==> config.mk <==
export PLATFORM = sky130hd
export DESIGN_NAME = fwd_hazard_unit
export DESIGN_NICKNAME = d
export VERILOG_FILES = /design/src/rtl/fwd_hazard_pkg.sv /design/src/rtl/fwd_hazard_unit_fwd_select.sv /design/src/rtl/fwd_hazard_unit.sv
export SDC_FILE = /design/constraint.sdc
export NUM_CORES = 1
export LEC_CHECK = 0
export ABC_AREA = 1
export BUFFER_PORTS_ARGS = -buffer_cell sky130_fd_sc_hd__buf_2
export CELL_PAD_IN_SITES_DETAIL_PLACEMENT = 2
export CELL_PAD_IN_SITES_GLOBAL_PLACEMENT = 2
export CORE_UTILIZATION = 25
export CTS_CLUSTER_DIAMETER = 120
export DETAILED_ROUTE_END_ITERATION = 8
export PLACE_DENSITY = 0.78
export SKIP_LAST_GASP = 1
export SLEW_MARGIN = 20
export SYNTH_ARGS = -nofsm -noshare
export SYNTH_HDL_FRONTEND = slang
export SYNTH_SLANG_ARGS = --single-unit
==> constraint.sdc <==
create_clock -name clk -period 2.6 [get_ports clk]
set_clock_uncertainty 0.2 [all_clocks]
set_input_delay 0.26 -clock clk [delete_from_list [all_inputs] [get_ports clk]]
set_output_delay 0.26 -clock clk [all_outputs]
set_load 0.005 [all_outputs]
==> src/rtl/fwd_hazard_pkg.sv <==
// Shared constants, FSM encoding and helpers for the forwarding / load-use hazard unit.
package fwd_hazard_pkg;

    // ALU operand source selects
    localparam logic [1:0] FWD_RF    = 2'd0;   // register file value
    localparam logic [1:0] FWD_MEMWB = 2'd1;   // value from MEM/WB
    localparam logic [1:0] FWD_EXMEM = 2'd2;   // value from EX/MEM (youngest)

    // Load-use stall sequencer states
    typedef enum logic [0:0] {
        ST_IDLE  = 1'b0,
        ST_STALL = 1'b1
    } fsm_state_t;

    // Widest counter the saturating helper supports
    localparam int SAT_MAX_W = 64;

    // Increment val by one, clamping at the all-ones value of a width-bit counter.
    function automatic logic [SAT_MAX_W-1:0] sat_inc(
        input logic [SAT_MAX_W-1:0] val,
        input int unsigned          width
    );
        logic [SAT_MAX_W-1:0] lim;
        if (width >= 32'(SAT_MAX_W)) begin
            lim = {SAT_MAX_W{1'b1}};
        end else begin
            lim = (64'd1 << width) - 64'd1;
        end
        if (val >= lim) begin
            sat_inc = lim;
        end else begin
            sat_inc = val + 64'd1;
        end
    endfunction

endpackage

==> src/rtl/fwd_hazard_unit_fwd_select.sv <==
// Priority match for one EX-stage ALU operand: EX/MEM beats MEM/WB, x0 is never forwarded.
module fwd_select
    import fwd_hazard_pkg::*;
#(
    parameter int REG_ADDR_W = 5
) (
    input  logic [REG_ADDR_W-1:0] rs,
    input  logic [REG_ADDR_W-1:0] rd_exmem,
    input  logic                  regwrite_exmem,
    input  logic [REG_ADDR_W-1:0] rd_memwb,
    input  logic                  regwrite_memwb,
    output logic [1:0]            sel
);

    logic exmem_hit_s;
    logic memwb_hit_s;

    // Per-stage match: stage writes, target is not x0, and target equals the source
    always_comb begin
        exmem_hit_s = 1'b0;
        memwb_hit_s = 1'b0;
        if (regwrite_exmem && (rd_exmem != {REG_ADDR_W{1'b0}}) && (rd_exmem == rs)) begin
            exmem_hit_s = 1'b1;
        end else begin
            exmem_hit_s = 1'b0;
        end
        if (regwrite_memwb && (rd_memwb != {REG_ADDR_W{1'b0}}) && (rd_memwb == rs)) begin
            memwb_hit_s = 1'b1;
        end else begin
            memwb_hit_s = 1'b0;
        end
    end

    // Youngest producer wins; encoding 3 can never be produced
    always_comb begin
        sel = FWD_RF;
        if (exmem_hit_s) begin
            sel = FWD_EXMEM;
        end else if (memwb_hit_s) begin
            sel = FWD_MEMWB;
        end else begin
            sel = FWD_RF;
        end
    end

endmodule

==> src/rtl/fwd_hazard_unit.sv <==
// Forwarding selects, load-use hazard stall sequencer and saturating performance counters.
module fwd_hazard_unit
    import fwd_hazard_pkg::*;
#(
    parameter int REG_ADDR_W   = 5,
    parameter int LOAD_LATENCY = 1,
    parameter int CNT_W        = 32
) (
    input  logic                  clk,
    input  logic                  arst,
    input  logic                  freeze,
    input  logic [REG_ADDR_W-1:0] rs1_ID,
    input  logic [REG_ADDR_W-1:0] rs2_ID,
    input  logic                  use_rs1_ID,
    input  logic                  use_rs2_ID,
    input  logic [REG_ADDR_W-1:0] rs1_EX,
    input  logic [REG_ADDR_W-1:0] rs2_EX,
    input  logic [REG_ADDR_W-1:0] rd_IDEX,
    input  logic                  regwrite_IDEX,
    input  logic                  memread_IDEX,
    input  logic [REG_ADDR_W-1:0] rd_EXMEM,
    input  logic                  regwrite_EXMEM,
    input  logic [REG_ADDR_W-1:0] rd_MEMWB,
    input  logic                  regwrite_MEMWB,
    output logic [1:0]            forward_a,
    output logic [1:0]            forward_b,
    output logic                  stall_pc,
    output logic                  stall_ifid,
    output logic                  flush_idex,
    output logic [CNT_W-1:0]      stall_cycles,
    output logic [CNT_W-1:0]      fwd_cycles
);

    // Remaining-stall counter must hold LOAD_LATENCY-1
    localparam int REMAIN_W = (LOAD_LATENCY < 2) ? 1 : $clog2(LOAD_LATENCY + 1);
    localparam logic [REMAIN_W-1:0] REMAIN_INIT = REMAIN_W'(LOAD_LATENCY - 1);
    localparam logic [REMAIN_W-1:0] REMAIN_ONE  = REMAIN_W'(1);
    localparam logic [REMAIN_W-1:0] REMAIN_ZERO = {REMAIN_W{1'b0}};
    localparam bit MULTI_CYCLE = (LOAD_LATENCY > 1);

    fsm_state_t            state_r;
    fsm_state_t            state_nxt_s;
    logic [REMAIN_W-1:0]   remain_r;
    logic [REMAIN_W-1:0]   remain_nxt_s;
    logic                  hz_s;
    logic                  rs1_hit_s;
    logic                  rs2_hit_s;
    logic                  stall_s;
    logic [1:0]            fwd_a_s;
    logic [1:0]            fwd_b_s;
    logic                  fwd_any_s;
    logic [CNT_W-1:0]      stall_cnt_r;
    logic [CNT_W-1:0]      fwd_cnt_r;
    logic [CNT_W-1:0]      stall_cnt_nxt_s;
    logic [CNT_W-1:0]      fwd_cnt_nxt_s;

    fwd_select #(
        .REG_ADDR_W (REG_ADDR_W)
    ) u_sel_a (
        .rs             (rs1_EX),
        .rd_exmem       (rd_EXMEM),
        .regwrite_exmem (regwrite_EXMEM),
        .rd_memwb       (rd_MEMWB),
        .regwrite_memwb (regwrite_MEMWB),
        .sel            (fwd_a_s)
    );

    fwd_select #(
        .REG_ADDR_W (REG_ADDR_W)
    ) u_sel_b (
        .rs             (rs2_EX),
        .rd_exmem       (rd_EXMEM),
        .regwrite_exmem (regwrite_EXMEM),
        .rd_memwb       (rd_MEMWB),
        .regwrite_memwb (regwrite_MEMWB),
        .sel            (fwd_b_s)
    );

    assign forward_a = fwd_a_s;
    assign forward_b = fwd_b_s;

    // Load in EX whose destination is read by the instruction in ID
    always_comb begin
        rs1_hit_s = use_rs1_ID && (rd_IDEX == rs1_ID);
        rs2_hit_s = use_rs2_ID && (rd_IDEX == rs2_ID);
        if (memread_IDEX && regwrite_IDEX && (rd_IDEX != {REG_ADDR_W{1'b0}})) begin
            hz_s = rs1_hit_s || rs2_hit_s;
        end else begin
            hz_s = 1'b0;
        end
    end

    // Stall sequencer next state; hz is only looked at in IDLE since ID/EX holds a bubble in STALL
    always_comb begin
        state_nxt_s  = state_r;
        remain_nxt_s = remain_r;
        stall_s      = 1'b0;
        case (state_r)
            ST_IDLE: begin
                stall_s = hz_s;
                if (hz_s && MULTI_CYCLE) begin
                    state_nxt_s  = ST_STALL;
                    remain_nxt_s = REMAIN_INIT;
                end else begin
                    state_nxt_s  = ST_IDLE;
                    remain_nxt_s = REMAIN_ZERO;
                end
            end
            ST_STALL: begin
                stall_s = 1'b1;
                if (remain_r <= REMAIN_ONE) begin
                    state_nxt_s  = ST_IDLE;
                    remain_nxt_s = REMAIN_ZERO;
                end else begin
                    state_nxt_s  = ST_STALL;
                    remain_nxt_s = remain_r - REMAIN_ONE;
                end
            end
            default: begin
                stall_s      = 1'b0;
                state_nxt_s  = ST_IDLE;
                remain_nxt_s = REMAIN_ZERO;
            end
        endcase
    end

    // Stall controls follow the sequencer but are forced low while reset is applied
    always_comb begin
        if (arst) begin
            stall_pc   = 1'b0;
            stall_ifid = 1'b0;
            flush_idex = 1'b0;
        end else begin
            stall_pc   = stall_s;
            stall_ifid = stall_s;
            flush_idex = stall_s;
        end
    end

    // Counter next values: one step per qualifying cycle, clamped at all-ones
    always_comb begin
        fwd_any_s = (fwd_a_s != FWD_RF) || (fwd_b_s != FWD_RF);
        if (stall_s) begin
            stall_cnt_nxt_s = CNT_W'(sat_inc(SAT_MAX_W'(stall_cnt_r), CNT_W));
        end else begin
            stall_cnt_nxt_s = stall_cnt_r;
        end
        if (fwd_any_s) begin
            fwd_cnt_nxt_s = CNT_W'(sat_inc(SAT_MAX_W'(fwd_cnt_r), CNT_W));
        end else begin
            fwd_cnt_nxt_s = fwd_cnt_r;
        end
    end

    // Sequencer and counter state; a memory freeze holds everything in place
    always_ff @(posedge clk or posedge arst) begin
        if (arst) begin
            state_r     <= ST_IDLE;
            remain_r    <= REMAIN_ZERO;
            stall_cnt_r <= {CNT_W{1'b0}};
            fwd_cnt_r   <= {CNT_W{1'b0}};
        end else if (freeze) begin
            state_r     <= state_r;
            remain_r    <= remain_r;
            stall_cnt_r <= stall_cnt_r;
            fwd_cnt_r   <= fwd_cnt_r;
        end else begin
            state_r     <= state_nxt_s;
            remain_r    <= remain_nxt_s;
            stall_cnt_r <= stall_cnt_nxt_s;
            fwd_cnt_r   <= fwd_cnt_nxt_s;
        end
    end

    assign stall_cycles = stall_cnt_r;
    assign fwd_cycles   = fwd_cnt_r;

endmodule

==> run summary, run 1 <==
Status -> finished clean
Max-cap violation count -> 0
Top cell by count, worst path -> nand2_1
DRT Pass-1 Iters -> 4
CP peak stage delay -> 0.44 ns
CTS Buffer Depth -> 2
Hpwl dp -> 14.9 mm
Die Ht -> 144 um
Worst-path fanout max -> 7
Top-area cell type share of the netlist area -> 31.7%
Share of cells above drive strength 1 -> 19.5%
Switching Fraction -> 28.6%
Slew margin rel. -> 60.6%
Via count of the first global-routing pass -> 6189
Clock insertion delay at the later pin of the skew report -> 0.34 ns
EDFF count, synth -> 0
Total number of vias -> 5778
Int Power -> 0.00181 W
Largest net degree at the start of global routing -> 33
CTS H-tree depth -> 3
Setup-failing EPs final -> 0
Remaining global-route overflow -> 0
Die ar. -> 20800 um2
# diodes -> 0
Worst-case reg-to-reg path depth -> 9
Critical path capture point type -> flop
Total CTS buffers -> 9
Post-layout min period -> 2.22 ns
Synth-to-Final Area Change -> 24.2%
First-pass GRT wire length -> 31.5 mm
Die X -> 144 um
Sw Pwr -> 0.000727 W
Logic pwr share -> 12.5%
Slowest cell on the critical path -> dfrtp_1
CTS tree -> yes
Clock Pin Slew Worst Setup and Hold Paths -> 0.06 ns
Setup_tns -> 0 ns
RSZ-0062 raised after global routing -> false
Hold Path Stages -> 5
Register area -> 1600 um2
CP startpoint -> stall_cycles[0]
Routability congestion estimate -> 0.794
Initial Util -> 25.7%
CP Launch Type -> flop
DRC Markers -> 0
FMAX -> 451 MHz
Reg-to-reg startpoint -> stall_cycles[0]
Area after DPL -> 5990 um2
Layout fillers -> 2521
Vias per std cell -> 4.76
Cell area after layout -> 6270 um2
Yosys reg bits -> 64
Buffers on Ports -> 114
Main synth FF type -> dfrtp_1
Top-count cell post-synth -> nand2_1
Layout net count -> 991
TritonCTS Sinks -> 64
Final hold vios -> 0
Sequential share of the synthesized area -> 31.7%
Final ANT Viol Nets -> 0
Initial DRC count -> 209
Measured slew at the worst slew-check pin -> 0.590 ns
Worst Hold Class -> input port to flop
Antenna violations before repair -> 0
Pwr Density -> 405 nW/um2
Leak -> 3.34 nW
Area of the multi-input gates -> 3030 um2
WL/cell -> 15.6 um
Critical path class -> flop to flop
Post-synth top cells -> nand2_1 (321), nor2_1 (106), nand3_1 (98)
Mapped cell area -> 5050 um2
Ys async rst share -> 100%
Min-delay src -> freeze
Clock Root Buffer -> clkbuf_16
Top cells by area, synth -> dfrtp_1 (32%), nand2_1 (24%), nand3_1 (9.7%), nor2_1 (7.9%), inv_1 (5.4%)
Flop pwr share -> 42.0%
Post-synthesis cell count -> 825
Fin. max-slew vios -> 0
Avg Synthesized Cell Area -> 6.12 um2
Mapped Nets -> 871
Clock power frac -> 45.5%
PostCTS Resize Cnt -> 0
Post-synth top area cell -> dfrtp_1
All-Layer GR Usage -> 19.3%
Rows -> 51
Worst vdd ir -> 0.198 mV
Fin crit share -> 85.3%
Total Wirelength -> 19.0 mm
Worst Path Required -> 2.63 ns
Critical Path AT -> 2.25 ns
Critical path cell sequence -> ha_1, nand3_2, or2_2, nor2_1, nand2_1, o21ai_0, nand3_1, nand2_1, nand2_1
Yosys Warn Count -> 0
Core area -> 19700 um2
Count of cell types in the netlist -> 35
Top Ports -> 115
-- layout by cell type (no fill, tap or decap), types with 4 or more instances in the layout --
cell       count
xnor2_1       12
nand3_1       97
buf_2        114
nor2_1       106
nor2_2         6
dfrtp_1       64
nand2_1      321
o21ai_1       11
nand4_1        7
clkinv_2       5
nand3b_1       9
clkbuf_16      9
or2_2          9
buf_4         15
nand2_2        6
a21oi_1        4
inv_2          6
o21ai_0       25
nor3_1         9
inv_1         71
xor2_1        18
-- power groups by stage --
stage	Clock, W	Combinational (W)	Sequential [W]
2_1_floorplan	0	0.000173	0.00108
3_3_place_gp	0	0.000312	0.00108
3_5_place_dp	0	0.000322	0.00108
4_1_cts	0.00120	0.000329	0.00107
5_1_grt	0.00122	0.000365	0.00107
6_report	0.00115	0.000318	0.00107
-- worst max-delay path: cells and delay by family, from the launching register on --
family,cells,cell delay (ns)
AO/OA/AOI/OAI,1,0.17
AND/OR/NAND/NOR,7,1.07
adder cells (fa/ha/maj),1,0.24
flip-flops,1,0.44
-- worst paths after layout --
path,slack (ns),to
max in group asynchronous,1.25,fwd_cycles[15]
setup / recovery,0.38,stall_cycles[30]
min in group asynchronous,0.35,fwd_cycles[1]
setup reg to reg,0.38,stall_cycles[30]
hold / removal,0.26,fwd_cycles[14]
hold reg to reg,0.35,fwd_cycles[1]
-- layout make-up --
| cell class | count | area share, % |
|---|---|---|
| clock buffer | 10 | 3.81 |
| tap | 265 | 5.29 |
| timing repair buffer | 132 | 11.7 |
| clock inverter | 6 | 0.559 |
| inverter | 79 | 4.75 |
| multi-input combinational | 659 | 48.4 |
| sequential | 64 | 25.5 |
-- metrics by stage --
stage,worst slack [ns],util [%],hold WS [ns],power (W),cells
finish,0.381,31.9,0.257,0.00254,1215
floorplan,0.542,-,0.308,0.00125,825
global route,0.180,31.9,0.302,0.00266,1215
detailed placement,0.371,30.5,0.176,0.00141,1198
global placement,0.488,30.5,0.171,0.00139,1198
CTS,0.339,31.9,0.262,0.00259,1215
-- logic make-up (layout without fill, tap and decap cells) --
group / count (synthesis) / count (layout) / synth area share, %
fa+ha+maj: 2 / 2 / 0.495
compound gates: 41 / 41 / 4.09
simple gates: 586 / 586 / 50.2
xor+xnor: 30 / 30 / 5.20
flops: 64 / 64 / 31.7
buf+inv: 102 / 227 / 8.35
-- layer usage --
| metal | wire length (um) | GRT usage [%] | vias to the layer above |
|---|---|---|---|
| met4 | 393 | 6.59 | 0 |
| met3 | 565 | 2.52 | 26 |
| met1 | 8780 | 24.6 | 2837 |
| met2 | 9240 | 33.5 | 94 |
| li1 | - | - | 2821 |
| met5 | 0 | 0 | - |
-- timing repair --
item,CTS,global route
endpoints found under the hold margin,22,0
buffers inserted,0,0
hold buffers,1,0
-- sequential cells by signal, summed over array words and instances, names as in the netlist --
name	cells
fwd_cycles	32
stall_cycles	32
(Power assumes the default switching activity.)
==> run 2: changes to the inputs <==
--- a/config.mk
+++ b/config.mk
@@ -9,10 +9,12 @@
 export BUFFER_PORTS_ARGS = -buffer_cell sky130_fd_sc_hd__buf_2
 export CELL_PAD_IN_SITES_DETAIL_PLACEMENT = 2
 export CELL_PAD_IN_SITES_GLOBAL_PLACEMENT = 2
+export CORE_MARGIN = 10
 export CORE_UTILIZATION = 25
 export CTS_CLUSTER_DIAMETER = 120
 export DETAILED_ROUTE_END_ITERATION = 8
 export PLACE_DENSITY = 0.78
+export SETUP_SLACK_MARGIN = 0.4
 export SKIP_LAST_GASP = 1
 export SLEW_MARGIN = 20
 export SYNTH_ARGS = -nofsm -noshare
==> run 2 against run 1 <==
Compared with the run above: first-iteration DRC count increased by 3.3%; sequential share of layout area shrank 0.47 points; combinational power hardly changed; clock power up 30%; highest routed layer unchanged.
==> run summary, run 2 (synthesis gave the netlist of run 1 again) <==
Setup_tns -> 0 ns (unchanged)
Worst-path fanout max -> 7 (unchanged)
Cell area after layout -> 6400 um2 (was 6270 um2)
Register area -> 1600 um2 (about the same)
PnR worst setup slack -> 0.541 ns (was 0.381 ns)
Critical Path AT -> 2.15 ns (was 2.25 ns)
Placement Setup Slack -> 0.346 ns (was 0.371 ns)
Routability congestion estimate -> 0.802 (was 0.794)
Inst Count DP -> 1190 (was 1198)
Worst Path Buf+Inv -> 1 (was 0)
Levels on crit path -> 10 (was 9)
Clock power frac -> 51.8% (was 45.5%)
Clock Root Buffer -> clkbuf_16 (unchanged)
Status -> finished clean (unchanged)
Area after DPL -> 5910 um2 (was 5990 um2)
CTS Buffer Depth -> 2 (unchanged)
Slew margin rel. -> 64.9% (was 60.6%)
TritonCTS Sinks -> 64 (unchanged)
Max-cap violation count -> 0 (unchanged)
Flop pwr share -> 37.1% (was 42.0%)
First-pass GRT wire length -> 33.0 mm (was 31.5 mm)
Remaining global-route overflow -> 0 (unchanged)
Total CTS buffers -> 9 (unchanged)
Worst vdd ir -> 0.293 mV (was 0.198 mV)
Rows -> 51 (unchanged)
RSZ-0062 raised after global routing -> true (was false)
CTS H-tree depth -> 3 (unchanged)
Final ANT Viol Nets -> 0 (unchanged)
Initial DRC count -> 216 (was 209)
Layout net count -> 985 (was 991)
Leak -> 3.37 nW (was 3.34 nW)
Switching Fraction -> 25.7% (was 28.6%)
Antenna violations before repair -> 0 (unchanged)
Layout fillers -> 2492 (was 2521)
Utilization after layout -> 32.6% (was 31.9%)
Hold Path Stages -> 2 (was 5)
Synth-to-Final Area Change -> 26.7% (was 24.2%)
Final std cells w/o fill -> 1209 (was 1215)
Share of cells above drive strength 1 -> 20.3% (was 19.5%)
Most frequent cells in the layout -> nand2_1 (318), buf_2 (114), nor2_1 (100) (was nand2_1 (321), buf_2 (114), nor2_1 (106))
Post-layout min period -> 2.06 ns (was 2.22 ns)
Setup-failing EPs final -> 0 (unchanged)
# diodes -> 0 (unchanged)
All-Layer GR Usage -> 15.3% (was 19.3%)
Area of the multi-input gates -> 3120 um2 (was 3030 um2)
CP delay by family, top -> simple AND/OR/NAND/NOR gates (unchanged)
CP peak stage delay -> 0.41 ns (was 0.44 ns)
Via count of the first global-routing pass -> 6202 (was 6189)
Logic pwr share -> 11.1% (was 12.5%)
Critical path cell sequence -> ha_1, nand2_1, nor2_2, nand2_4, nor2_4, inv_1, or2_2, nand3_1, nand3_1, nand2_1 (was ha_1, nand3_2, or2_2, nor2_1, nand2_1, o21ai_0, nand3_1, nand2_1, nand2_1)
Total number of vias -> 5755 (was 5778)
Largest net degree at the start of global routing -> 65 (was 33)
Fin crit share -> 79.2% (was 85.3%)
Commonest non-fill, non-tap cell in the layout -> nand2_1 (unchanged)
Worst-case reg-to-reg path depth -> 10 (was 9)
Initial Util -> 25.7% (unchanged)
Clock Pin Slew Worst Setup and Hold Paths -> 0.06 ns (about the same)
Hpwl dp -> 15.1 mm (was 14.9 mm)
Final hold vios -> 0 (unchanged)
FMAX -> 486 MHz (was 451 MHz)
Worst Hold Class -> flop to flop (was input port to flop)
Buffers on Ports -> 114 (unchanged)
Vias per std cell -> 4.76 (about the same)
Measured slew at the worst slew-check pin -> 0.526 ns (was 0.590 ns)
Top Ports -> 115 (unchanged)
Worst Path Required -> 2.69 ns (was 2.63 ns)
CTS tree -> yes (unchanged)
Slowest cell on the critical path -> dfrtp_2 (was dfrtp_1)
DRT Pass-1 Iters -> 4 (unchanged)
Fin. max-slew vios -> 0 (unchanged)
DRC Markers -> 0 (unchanged)
Critical path class -> flop to flop (unchanged)
Total Wirelength -> 20.1 mm (was 19.0 mm)
CP Launch Type -> flop (unchanged)
Int Power -> 0.00214 W (was 0.00181 W)
Core area -> 19700 um2 (unchanged)
Die Ht -> 162 um (was 144 um)
Pwr Density -> 450 nW/um2 (was 405 nW/um2)
Die X -> 162 um (was 144 um)
WL/cell -> 16.6 um (was 15.6 um)
Clock insertion delay at the later pin of the skew report -> 0.35 ns (was 0.34 ns)
Sw Pwr -> 0.000741 W (was 0.000727 W)
Critical path capture point type -> flop (unchanged)
Die ar. -> 26300 um2 (was 20800 um2)
## run 2: metal layers
| metal | up-vias | routed length, um | GRT usage [%] |
|---|---|---|---|
| met5 | - | 0 | 0 |
| met2 | 90 | 9730 | 25.9 |
| met4 | 0 | 280 | 4.59 |
| li1 | 2820 | - | - |
| met1 | 2828 | 9260 | 19.2 |
| met3 | 17 | 834 | 3.13 |
## run 2: area by class of cell
cell class                 count  share of cell area (%)
tap                          265                    5.18
clock inverter                 5                    1.60
timing repair buffer         126                    10.8
clock buffer                  11                    3.95
multi-input combinational    659                    48.7
inverter                      79                    4.65
sequential                    64                    25.1
## run 2: final timing paths
| path | startpoint | end | slack, ns |
|---|---|---|---|
| worst min register to register | stall_cycles[1] | stall_cycles[1] | 0.33 |
| max in group asynchronous | arst | stall_cycles[0] | 1.52 |
| worst max-delay path | fwd_cycles[0] | fwd_cycles[12] | 0.54 |
| min in group asynchronous | arst | fwd_cycles[0] | 0.37 |
| worst min-delay path | stall_cycles[1] | stall_cycles[1] | 0.33 |
| worst max register to register | fwd_cycles[0] | fwd_cycles[12] | 0.54 |
## run 2: metrics by stage
step                power (W)  hold WS [ns]
floorplan             0.00125         0.308
global placement      0.00139         0.180
detailed placement    0.00141         0.186
CTS                   0.00292         0.349
global route          0.00302         0.373
finish                0.00288         0.330
## run 2: tightest hold or removal path, stage by stage, from the launching register on
cell	delay [ns]
dfrtp_1	0.37
nand2_1	0.06
o21ai_1	0.06
## run 2: what timing repair did
item | CTS | global route
hold buffers | 1 | 0
setup buffers | 0 | 2
hold endpoints to repair | 64 | 0
gates resized for setup | 5 | 23
pin swaps | 0 | 0
setup endpoints to repair | 8 | 45
## run 2: power groups by stage
stage	registers (W)	logic, W	clock network [W]
5_1_grt	0.00107	0.000378	0.00156
4_1_cts	0.00107	0.000323	0.00153
2_1_floorplan	0.00108	0.000173	0
3_3_place_gp	0.00108	0.000314	0
3_5_place_dp	0.00109	0.000321	0
6_report	0.00107	0.000320	0.00149
